**config.mk**
```make
export PLATFORM = sky130hd
export DESIGN_NAME = itc_mode_bank
export DESIGN_NICKNAME = d
export VERILOG_FILES = /design/src/rtl/itc_mode_bank.sv
export SDC_FILE = /design/constraint.sdc
export NUM_CORES = 1
export LEC_CHECK = 0
export ABC_AREA = 0
export BUFFER_PORTS_ARGS = -buffer_cell sky130_fd_sc_hd__buf_2
export CAP_MARGIN = 20
export CORE_ASPECT_RATIO = 0.8
export CORE_MARGIN = 4
export CORE_UTILIZATION = 39
export DETAILED_ROUTE_END_ITERATION = 8
export GPL_TIMING_DRIVEN = 1
export MAX_ROUTING_LAYER = met4
export PLACE_DENSITY = 0.58
export SKIP_CTS_REPAIR_TIMING = 1
export SYNTH_ARGS = -nofsm -noshare
export SYNTH_HDL_FRONTEND = slang
export SYNTH_SLANG_ARGS = --single-unit
```
**constraint.sdc**
```tcl
create_clock -name clk -period 11.9 [get_ports clk]
set_clock_uncertainty 0.05 [all_clocks]
set_input_delay 1.785 -clock clk [delete_from_list [all_inputs] [get_ports clk]]
set_output_delay 1.785 -clock clk [all_outputs]
set_load 0.02 [all_outputs]
```
**src/rtl/itc_mode_bank.sv**
```systemverilog
// itc_mode_bank: video mode register bank with header matching and frame-synchronous timing shadow.
// Define ITC_MODE_READBACK_EN to enable the combinational register readback on mb_readdata.
module itc_mode_bank #(
    parameter int NO_OF_MODES = 2
) (
    input  logic                   clk,
    input  logic                   rst,
    input  logic                   write_trigger,
    input  logic [7:0]             av_address,
    input  logic [15:0]            av_writedata,
    output logic                   av_write_ack,
    input  logic                   hdr_valid,
    input  logic [15:0]            hdr_width,
    input  logic [15:0]            hdr_height,
    input  logic                   hdr_interlaced,
    input  logic                   frame_start,
    output logic [NO_OF_MODES-1:0] mode_match,
    output logic                   mode_change,
    output logic                   cur_valid,
    output logic                   cur_interlaced,
    output logic [15:0]            cur_width,
    output logic [15:0]            cur_height,
    output logic [15:0]            cur_h_blank,
    output logic [15:0]            cur_v_blank,
    output logic [15:0]            cur_h_sync,
    output logic [15:0]            cur_v_sync,
    output logic [15:0]            mb_readdata
);
    localparam int IW = (NO_OF_MODES > 1) ? $clog2(NO_OF_MODES) : 1;
    typedef enum logic {W_IDLE, W_ACK} wstate_t;
    typedef enum logic [1:0] {S_IDLE, S_SEARCH, S_DONE} sstate_t;
    typedef struct packed {
        logic        valid;
        logic        intl;
        logic [15:0] w, h, hb, vb, hs, vs;
    } timing_t;

    logic [NO_OF_MODES-1:0] valid_q, intl_q;
    logic [15:0]            width_q [NO_OF_MODES];
    logic [15:0]            height_q [NO_OF_MODES];
    logic [15:0]            hb_q [NO_OF_MODES];
    logic [15:0]            vb_q [NO_OF_MODES];
    logic [15:0]            hs_q [NO_OF_MODES];
    logic [15:0]            vs_q [NO_OF_MODES];
    wstate_t                wstate_q, wstate_d;
    sstate_t                sstate_q, sstate_d;
    logic [IW-1:0]          idx_q, idx_d, sel;
    logic [NO_OF_MODES-1:0] res_q, res_d, match_q, match_d;
    logic                   change_q, change_d;
    logic [15:0]            hw_q, hw_d, hh_q, hh_d;
    logic                   hi_q, hi_d, seen_q, seen_d;
    logic [7:0]             off;
    logic [4:0]             wm;
    logic [2:0]             ww;
    logic                   wr_commit, wr_hit, hit_idx;
    timing_t                cur_q;

    // Mode m, word w lives at 5 + 8m + w.
    assign off = av_address - 8'd5;
    assign wm = off[7:3];
    assign ww = off[2:0];
    assign wr_commit = wstate_q == W_IDLE && write_trigger;
    assign wr_hit = wr_commit && av_address >= 8'd5 && wm < 5'(NO_OF_MODES) && ww != 3'd7;
    assign av_write_ack = wstate_q == W_ACK;

    always_comb wstate_d = wr_commit ? W_ACK : W_IDLE;

    always_ff @(posedge clk or posedge rst) begin
        if (rst) begin
            wstate_q <= W_IDLE;
            valid_q <= '0;
            intl_q <= '0;
            for (int i = 0; i < NO_OF_MODES; i++) begin
                width_q[i] <= '0;
                height_q[i] <= '0;
                hb_q[i] <= '0;
                vb_q[i] <= '0;
                hs_q[i] <= '0;
                vs_q[i] <= '0;
            end
        end else begin
            wstate_q <= wstate_d;
            if (wr_hit) begin
                case (ww)
                    3'd0: begin
                        valid_q[wm[IW-1:0]] <= av_writedata[0];
                        intl_q[wm[IW-1:0]] <= av_writedata[1];
                    end
                    3'd1: width_q[wm[IW-1:0]] <= av_writedata;
                    3'd2: height_q[wm[IW-1:0]] <= av_writedata;
                    3'd3: hb_q[wm[IW-1:0]] <= av_writedata;
                    3'd4: vb_q[wm[IW-1:0]] <= av_writedata;
                    3'd5: hs_q[wm[IW-1:0]] <= av_writedata;
                    3'd6: vs_q[wm[IW-1:0]] <= av_writedata;
                    default: ;
                endcase
            end
        end
    end

    assign hit_idx = valid_q[idx_q] && width_q[idx_q] == hw_q && height_q[idx_q] == hh_q
                     && intl_q[idx_q] == hi_q;

    // The match is committed on leaving the last index, so DONE is the cycle it becomes visible.
    always_comb begin
        sstate_d = sstate_q;
        idx_d = idx_q;
        res_d = res_q;
        match_d = match_q;
        change_d = 1'b0;
        hw_d = hw_q;
        hh_d = hh_q;
        hi_d = hi_q;
        seen_d = seen_q;
        if (hdr_valid) begin
            hw_d = hdr_width;
            hh_d = hdr_height;
            hi_d = hdr_interlaced;
            seen_d = 1'b1;
            res_d = '0;
            idx_d = '0;
            sstate_d = S_SEARCH;
        end else if (wr_hit && (sstate_q == S_SEARCH || (sstate_q == S_IDLE && seen_q && ww == 3'd0))) begin
            res_d = '0;
            idx_d = '0;
            sstate_d = S_SEARCH;
        end else if (sstate_q == S_SEARCH) begin
            if (res_q == '0 && hit_idx) res_d[idx_q] = 1'b1;
            idx_d = idx_q + 1'b1;
            if (idx_q == IW'(NO_OF_MODES - 1)) begin
                idx_d = '0;
                sstate_d = S_DONE;
                match_d = res_d;
                change_d = res_d != match_q;
            end
        end else if (sstate_q == S_DONE) begin
            sstate_d = S_IDLE;
        end
    end

    always_comb begin
        sel = '0;
        for (int i = NO_OF_MODES - 1; i >= 0; i--) if (match_q[i]) sel = IW'(i);
    end

    always_ff @(posedge clk or posedge rst) begin
        if (rst) begin
            sstate_q <= S_IDLE;
            idx_q <= '0;
            res_q <= '0;
            match_q <= '0;
            change_q <= 1'b0;
            hw_q <= '0;
            hh_q <= '0;
            hi_q <= 1'b0;
            seen_q <= 1'b0;
            cur_q <= '0;
        end else begin
            sstate_q <= sstate_d;
            idx_q <= idx_d;
            res_q <= res_d;
            match_q <= match_d;
            change_q <= change_d;
            hw_q <= hw_d;
            hh_q <= hh_d;
            hi_q <= hi_d;
            seen_q <= seen_d;
            if (frame_start) begin
                if (match_q != '0)
                    cur_q <= '{1'b1, intl_q[sel], width_q[sel], height_q[sel],
                               hb_q[sel], vb_q[sel], hs_q[sel], vs_q[sel]};
                else
                    cur_q.valid <= 1'b0;
            end
        end
    end

    assign mode_match = match_q;
    assign mode_change = change_q;
    assign cur_valid = cur_q.valid;
    assign cur_interlaced = cur_q.intl;
    assign cur_width = cur_q.w;
    assign cur_height = cur_q.h;
    assign cur_h_blank = cur_q.hb;
    assign cur_v_blank = cur_q.vb;
    assign cur_h_sync = cur_q.hs;
    assign cur_v_sync = cur_q.vs;

`ifdef ITC_MODE_READBACK_EN
    logic [15:0] rd;
    always_comb begin
        rd = '0;
        if (av_address >= 8'd5 && wm < 5'(NO_OF_MODES)) begin
            case (ww)
                3'd0: rd = {14'b0, intl_q[wm[IW-1:0]], valid_q[wm[IW-1:0]]};
                3'd1: rd = width_q[wm[IW-1:0]];
                3'd2: rd = height_q[wm[IW-1:0]];
                3'd3: rd = hb_q[wm[IW-1:0]];
                3'd4: rd = vb_q[wm[IW-1:0]];
                3'd5: rd = hs_q[wm[IW-1:0]];
                3'd6: rd = vs_q[wm[IW-1:0]];
                default: rd = '0;
            endcase
        end
    end
    assign mb_readdata = rd;
`else
    assign mb_readdata = '0;
`endif
endmodule

```
==> impl_metrics.json, run 1 <==
{
  "run_status": "finished clean",
  "met3RoutedLength_microns": 1890,
  "worstMarginPinSlew_ps": 1060,
  "r2r_cells": 8,
  "synth_area_leaders": "dfrtp_1 58%, mux2_2 18%, mux2i_1 8.9%, o21ai_0 3.5%, nand2_1 2.6%",
  "rsz0062_at_grt": "false",
  "number_of_flops_mapped_to_enable_cells_by_yosys": 0,
  "async_reset_ff_frac": 1.00,
  "postLayoutCoreUtil": 0.466,
  "place_hpwl_microns": 22800,
  "drt_first_pass_iters": 4,
  "vdd_ir_drop_max_mv": 0.172,
  "floorplan.die_area_sq_um": 40400,
  "worst-endpoint-required_ps": 12260,
  "cp_data_arrival_time_ps": 4840,
  "placement.io_buffers": 163,
  "gp_routability_congestion": 0.780,
  "synthDominantAreaCellType": "dfrtp_1",
  "yosys_warnings": 0,
  "route.layer.met1.wl_microns": 16800,
  "synth_area_per_cell_sq_um": 13.2,
  "synth_commonest_cells": "337 x dfrtp_1, 230 x mux2_2, 129 x mux2i_1, 102 x nand2_1, 102 x o21ai_0",
  "globalRouteTotalUtil": 0.178,
  "multi_input_logic_area_sq_um": 5710,
  "overall_die_width_microns": 224,
  "worst_r2r_endpoint": "res_q[0]",
  "hold_path_depth": 1,
  "final_layout_size_suffix_gt1_frac": 0.378,
  "finalNetCount": 1311,
  "wire_length_of_the_first_global_routing_pass_microns": 54800,
  "hold_viol": 0,
  "worst_setup_path_start_kind": "primary input",
  "clk_latency_ps": 530,
  "clock_tree.root_cell": "clkbuf_16",
  "crit_path_start": "av_address[1]",
  "max_freq_mhz": 223,
  "clock_tree_from_tritoncts": "yes",
  "remaining_drc_errors": 0,
  "route.final.wire_length_microns": 35200,
  "synth.most_common_cell": "dfrtp_1",
  "clock_sink_count": 337,
  "fillCellCount": 3322,
  "grt_pass1_vias": 9080,
  "maximum_number_of_pins_on_one_net_before_global_route_repair": 122,
  "holdCritPathClass": "reg -> reg",
  "p_leak_nw": 8.56,
  "cts-root-to-sink-buffers": 3,
  "yosysUniqueCellTypes": 43,
  "core_sq_um": 36300,
  "synth_top_cell_area_share": 0.580,
  "floorplan.die.height_microns": 181,
  "grt_overflow_total": 0,
  "setup_viol": 0,
  "path_clk_slew_ps": 60,
  "vias": 8835,
  "power_per_cell_area_nw_per_um2": 174,
  "cap_viol_max_count": 0,
  "grt_antenna_before_repair": 1,
  "worst-path-max-fanout": 16,
  "top_layer_used": "met4",
  "origin_of_the_critical_flop_to_flop_path": "idx_q",
  "synthesis.area_sq_um": 14500,
  "route.detailed.wl_per_inst_microns": 20.1,
  "pin_count": 180,
  "finalCriticalPeriod_ps": 4480,
  "floorplan.initialDensity": 0.400,
  "max-slew-margin-rel": 0.290,
  "timing.final.max_slew_violations": 0,
  "drt-initial-drc-count": 457,
  "kind_of_critical_path": "in -> reg",
  "holdCritStartpoint": "av_write_ack",
  "worst_reg_to_reg_setup_slack_ps": 8390,
  "layout_area_growth_over_synthesis_pct": 16.4,
  "synthCells": 1104,
  "register_area_sq_um": 8430,
  "via_per_inst": 5.04,
  "dominantRegCellSynth": "dfrtp_1",
  "layout.cells.non_filler": 1752,
  "critPathCaptureType": "register",
  "synth.yosys.seq_area_share": 0.580,
  "synth.ff_latch_count": 337,
  "final.setup.tns_ps": 0,
  "antenna_violating_nets_post_route": 0,
  "period_share": 0.377,
  "post-place-cells": 1684,
  "hold_end": "av_write_ack",
  "cts-buffers-inserted": 37,
  "met2WireLength_microns": 15900,
  "htree_num_levels": 2,
  "placement_rows": 62
}
==> routing by layer <==
metal  global-route usage  vias up
met3               0.0321       48
li1                     -     4125
met2                0.266      173
met1                0.257     4489
met5                    -        -
met4               0.0389        0
==> report_power, final <==
| part | total (mW) | switching (mW) | internal [mW] |
|---|---|---|---|
| Clock | 1.10 | 0.457 | 0.647 |
| Combinational | 0.546 | 0.341 | 0.206 |
| Sequential | 1.30 | 0.0670 | 1.23 |
| Total | 2.95 | 0.865 | 2.08 |
==> cell families (layout without fill, tap and decap cells) <==
family,count (synthesis),in the layout,share of synthesized area
AND/OR/NAND/NOR,158,158,0.0547
multiplexers,359,359,0.267
adder cells (fa/ha/maj),2,2,0.00172
XOR/XNOR,37,37,0.0228
other,1,17,0.000258
AO/OA/AOI/OAI,114,114,0.0409
buffers and inverters,96,248,0.0325
flip-flops,337,337,0.580
==> placed cells by master, fill, tap and decap left out, types with 2 or more instances in the layout <==
| cell | count |
|---|---|
| nor4_4 | 2 |
| ha_1 | 2 |
| mux2_2 | 230 |
| nor2b_1 | 3 |
| clkbuf_16 | 39 |
| xor2_1 | 17 |
| nand3_2 | 2 |
| clkbuf_8 | 8 |
| clkbuf_1 | 8 |
| or3_1 | 2 |
| mux2i_1 | 129 |
| buf_4 | 8 |
| buf_6 | 2 |
| clkinv_2 | 6 |
| dfrtp_1 | 336 |
| nor3b_1 | 2 |
| buf_16 | 2 |
| xnor2_1 | 19 |
| nor2_1 | 8 |
| o21ai_0 | 102 |
| nand4_1 | 7 |
| nand4_2 | 6 |
| conb_1 | 16 |
| or2_2 | 2 |
| nor4_1 | 5 |
| buf_2 | 163 |
| nor3_1 | 6 |
| inv_1 | 7 |
| nand2_1 | 102 |
| a21oi_1 | 6 |
| nand2b_1 | 2 |
==> worst max-delay path: stages <==
cell	delay, ps
buf_2	310
nor2_1	130
ha_1	210
nor4_1	190
nand2_1	160
nor2_2	560
nand4_1	920
mux2_2	570
==> metrics by stage <==
stage	cell area (sq um)	power [mW]	hold WS, ps	setup slack (ps)
after CTS	16800	2.99	394	7350
final	16900	2.95	395	7420
after global routing	16900	3.09	415	7130
after floorplan	14600	1.70	378	727
after global placement	15700	1.86	387	6930
after detailed placement	15700	1.87	385	6780
==> layout make-up <==
cell class	instances	area share
clock buffers	55	0.0659
inverters	8	0.00222
multi-input cells	686	0.337
flip-flops and latches	337	0.498
diodes	1	0.000148
clock inverters	8	0.00274
repair buffers	177	0.0580
well taps	480	0.0355
==> worst max path at each step <==
stage               slack (ps)      endpoint  cells past startpoint
CTS                       7350   width_q[19]                      8
global route              7130  height_q[28]                      8
finish                    7420  height_q[31]                      8
global placement          6930   width_q[20]                      8
floorplan                  730  av_write_ack                      1
detailed placement        6780   width_q[19]                      8
==> sequential cells by signal, indices dropped and copies added, names as in the netlist, 16 cells and up <==
signal / count
cur_width: 16
hw_q: 16
height_q: 32
cur_height: 16
hs_q: 32
cur_v_blank: 16
cur_v_sync: 16
cur_h_sync: 16
hh_q: 16
hb_q: 32
cur_h_blank: 16
vs_q: 32
vb_q: 32
width_q: 32
Note: power is estimated with default switching activity, not from simulation.
==> run 2, diff against run 1 <==
--- a/config.mk
+++ b/config.mk
@@ -14,7 +14,7 @@
 export DETAILED_ROUTE_END_ITERATION = 8
 export GPL_TIMING_DRIVEN = 1
 export MAX_ROUTING_LAYER = met4
-export PLACE_DENSITY = 0.58
+export PLACE_DENSITY = 0.61
 export SKIP_CTS_REPAIR_TIMING = 1
 export SYNTH_ARGS = -nofsm -noshare
 export SYNTH_HDL_FRONTEND = slang
==> constraint.sdc (replaced) <==
create_clock -name clk -period 4 [get_ports clk]
set_clock_uncertainty 0.05 [all_clocks]
set_input_delay 0.6 -clock clk [delete_from_list [all_inputs] [get_ports clk]]
set_output_delay 0.6 -clock clk [all_outputs]
set_load 0.02 [all_outputs]
==> run 2 against run 1 <==
Net effect:
- clock power grew to 3.1 times the previous value
- power rose to 3.0 times the previous value
- combinational power increased to 3.0 times the previous value
- setup slack worse by 6500 ps
- design area grew 0.97%
- worst hold slack lost 150 ps
- via count up 0.81%
- final cell count grew 0.57%
- sequential share of layout area fell by 0.48 points
- register-to-register slack lost 7500 ps
- sequential cell count did not move
- wire length up 0.77%
==> impl_metrics.json, run 2 (same netlist as run 1, synthesis figures left out) <==
{
  "placement_rows": 62,
  "origin_of_the_critical_flop_to_flop_path": "idx_q",
  "path_clk_slew_ps": 60,
  "clock_sink_count": 337,
  "clock_tree.root_cell": "clkbuf_16",
  "pre_cts_slack_ps": 634,
  "cellInternalPower_mw": 6.38,
  "hold_viol": 0,
  "whs_ps": 242,
  "layout_common_cells": "336 x dfrtp_1, 230 x mux2_2, 163 x buf_2",
  "power.combinational.fraction": 0.181,
  "worst_slack_ps": 933,
  "drt_first_pass_iters": 5,
  "cts-buffers-inserted": 36,
  "rsz0062_at_grt": "false",
  "worst_reg_to_reg_setup_slack_ps": 930,
  "placement.io_buffers": 163,
  "placed_inst_area_sq_um": 15900,
  "post-place-cells": 1699,
  "p_seq_frac": 0.434,
  "via_per_inst": 5.06,
  "period_share": 0.767,
  "wire_length_of_the_first_global_routing_pass_microns": 55700,
  "cp_data_arrival_time_ps": 3440,
  "critical-path-top-delay-family": "flip-flops",
  "vdd_ir_drop_max_mv": 0.715,
  "power_per_cell_area_nw_per_um2": 523,
  "timing.final.max_slew_violations": 0,
  "pin_count": 180,
  "postLayoutCoreUtil": 0.471,
  "vias": 8907,
  "grt_pass1_vias": 9341,
  "worst-endpoint-required_ps": 4380,
  "maximum_number_of_pins_on_one_net_before_global_route_repair": 175,
  "fillCellCount": 3314,
  "gp_routability_congestion": 0.761,
  "floorplan.die.height_microns": 181,
  "worst_r2r_endpoint": "res_q[0]",
  "r2r_cells": 7,
  "finalNetCount": 1321,
  "final_common_cell": "dfrtp_1",
  "worst-path-max-fanout": 28,
  "timing.critical_path.buf_inv": 0,
  "crit_chain": "mux2i_1 > xnor2_1 > nor4_1 > nand4_1 > a2111oi_2 > a41oi_1 > nor3_1",
  "place_hpwl_microns": 23700,
  "switching_share": 0.286,
  "max_freq_mhz": 326,
  "clock_tree_from_tritoncts": "yes",
  "crit_path_top_delay_cell": "dfrtp_2",
  "floorplan.die_area_sq_um": 40400,
  "worstMarginPinSlew_ps": 954,
  "critPathCaptureType": "register",
  "remaining_drc_errors": 0,
  "layout.cells.non_filler": 1762,
  "post-route-cell-area_sq_um": 17100,
  "antenna_violating_nets_post_route": 0,
  "multi_input_logic_area_sq_um": 5710,
  "clk_latency_ps": 520,
  "p_leak_nw": 8.62,
  "finalCriticalPeriod_ps": 3070,
  "run_status": "finished clean",
  "htree_num_levels": 2,
  "drt-initial-drc-count": 485,
  "route.final.wire_length_microns": 35400,
  "holdCritPathClass": "in -> async",
  "max-slew-margin-rel": 0.363,
  "overall_die_width_microns": 224,
  "total_switching_power_mw": 2.55,
  "globalRouteTotalUtil": 0.180,
  "floorplan.initialDensity": 0.400,
  "cap_viol_max_count": 0,
  "kind_of_critical_path": "reg -> reg",
  "design_power_total_mw": 8.94,
  "grt_overflow_total": 0,
  "final.setup.tns_ps": 0,
  "route.detailed.wl_per_inst_microns": 20.1,
  "final_layout_size_suffix_gt1_frac": 0.386,
  "critical_path.max_stage_delay_ps": 890,
  "cts-root-to-sink-buffers": 3,
  "layout_area_growth_over_synthesis_pct": 17.6,
  "register_area_sq_um": 8430,
  "core_sq_um": 36300,
  "setup_viol": 0,
  "worst_setup_path_start_kind": "register",
  "p_clk_frac": 0.384,
  "grt_antenna_before_repair": 0
}
==> run 2: cell types whose count changed in the layout (fill, tap and decap cells not counted) <==
cell / before / now
clkbuf_16: 39 / 37
dlymetal6s2s_1: 1 / 0
buf_16: 2 / 0
clkinv_2: 6 / 5
buf_6: 2 / 0
buf_12: 0 / 7
buf_8: 1 / 0
buf_4: 8 / 18
bufinv_16: 0 / 4
inv_8: 1 / 0
clkbuf_1: 8 / 6
clkinvlp_4: 1 / 2
==> run 2: metal layers <==
metal | routed length (microns) | up-vias | global-route usage
li1 | - | 4148 | -
met4 | 488 | 0 | 0.0328
met1 | 17800 | 4551 | 0.262
met5 | 0 | - | -
met3 | 1430 | 36 | 0.0332
met2 | 15700 | 172 | 0.268
==> run 2: area by class of cell <==
type / instances / area share
Tap cell: 480 / 0.0351
Clock buffer: 51 / 0.0619
Inverter: 8 / 0.00198
Antenna cell: 1 / 0.000146
Multi-Input combinational cell: 686 / 0.334
Clock inverter: 11 / 0.00945
Sequential cell: 337 / 0.494
Timing Repair Buffer: 188 / 0.0639
==> run 2: worst register-to-register path, cell delays in order, from the launching register on <==
cell and delay (ps):
dfrtp_2 890, mux2i_1 330, xnor2_1 120, nor4_1 390
nand4_1 170, a2111oi_2 640, a41oi_1 220, nor3_1 170
==> run 2: power groups by stage <==
stage / clock, mW / combinational (mW) / sequential (mW)
after detailed placement: 0 / 1.65 / 3.95
after global routing: 3.68 / 1.76 / 3.92
after CTS: 3.53 / 1.65 / 3.89
after global placement: 0 / 1.64 / 3.94
after floorplan: 0 / 1.04 / 4.02
final: 3.44 / 1.62 / 3.88
==> run 2: how the worst max path moves through the flow <==
stage                   from            to  depth (start not counted)  slack (ps)
3_3_place_gp   av_address[1]      hb_q[19]                          8         750
2_1_floorplan            rst  av_write_ack                          1       -1150
3_5_place_dp   av_address[1]      hb_q[21]                          8         630
4_1_cts                idx_q      res_q[0]                          7         930
6_report               idx_q      res_q[0]                          7         930
5_1_grt                idx_q      res_q[0]                          7         670
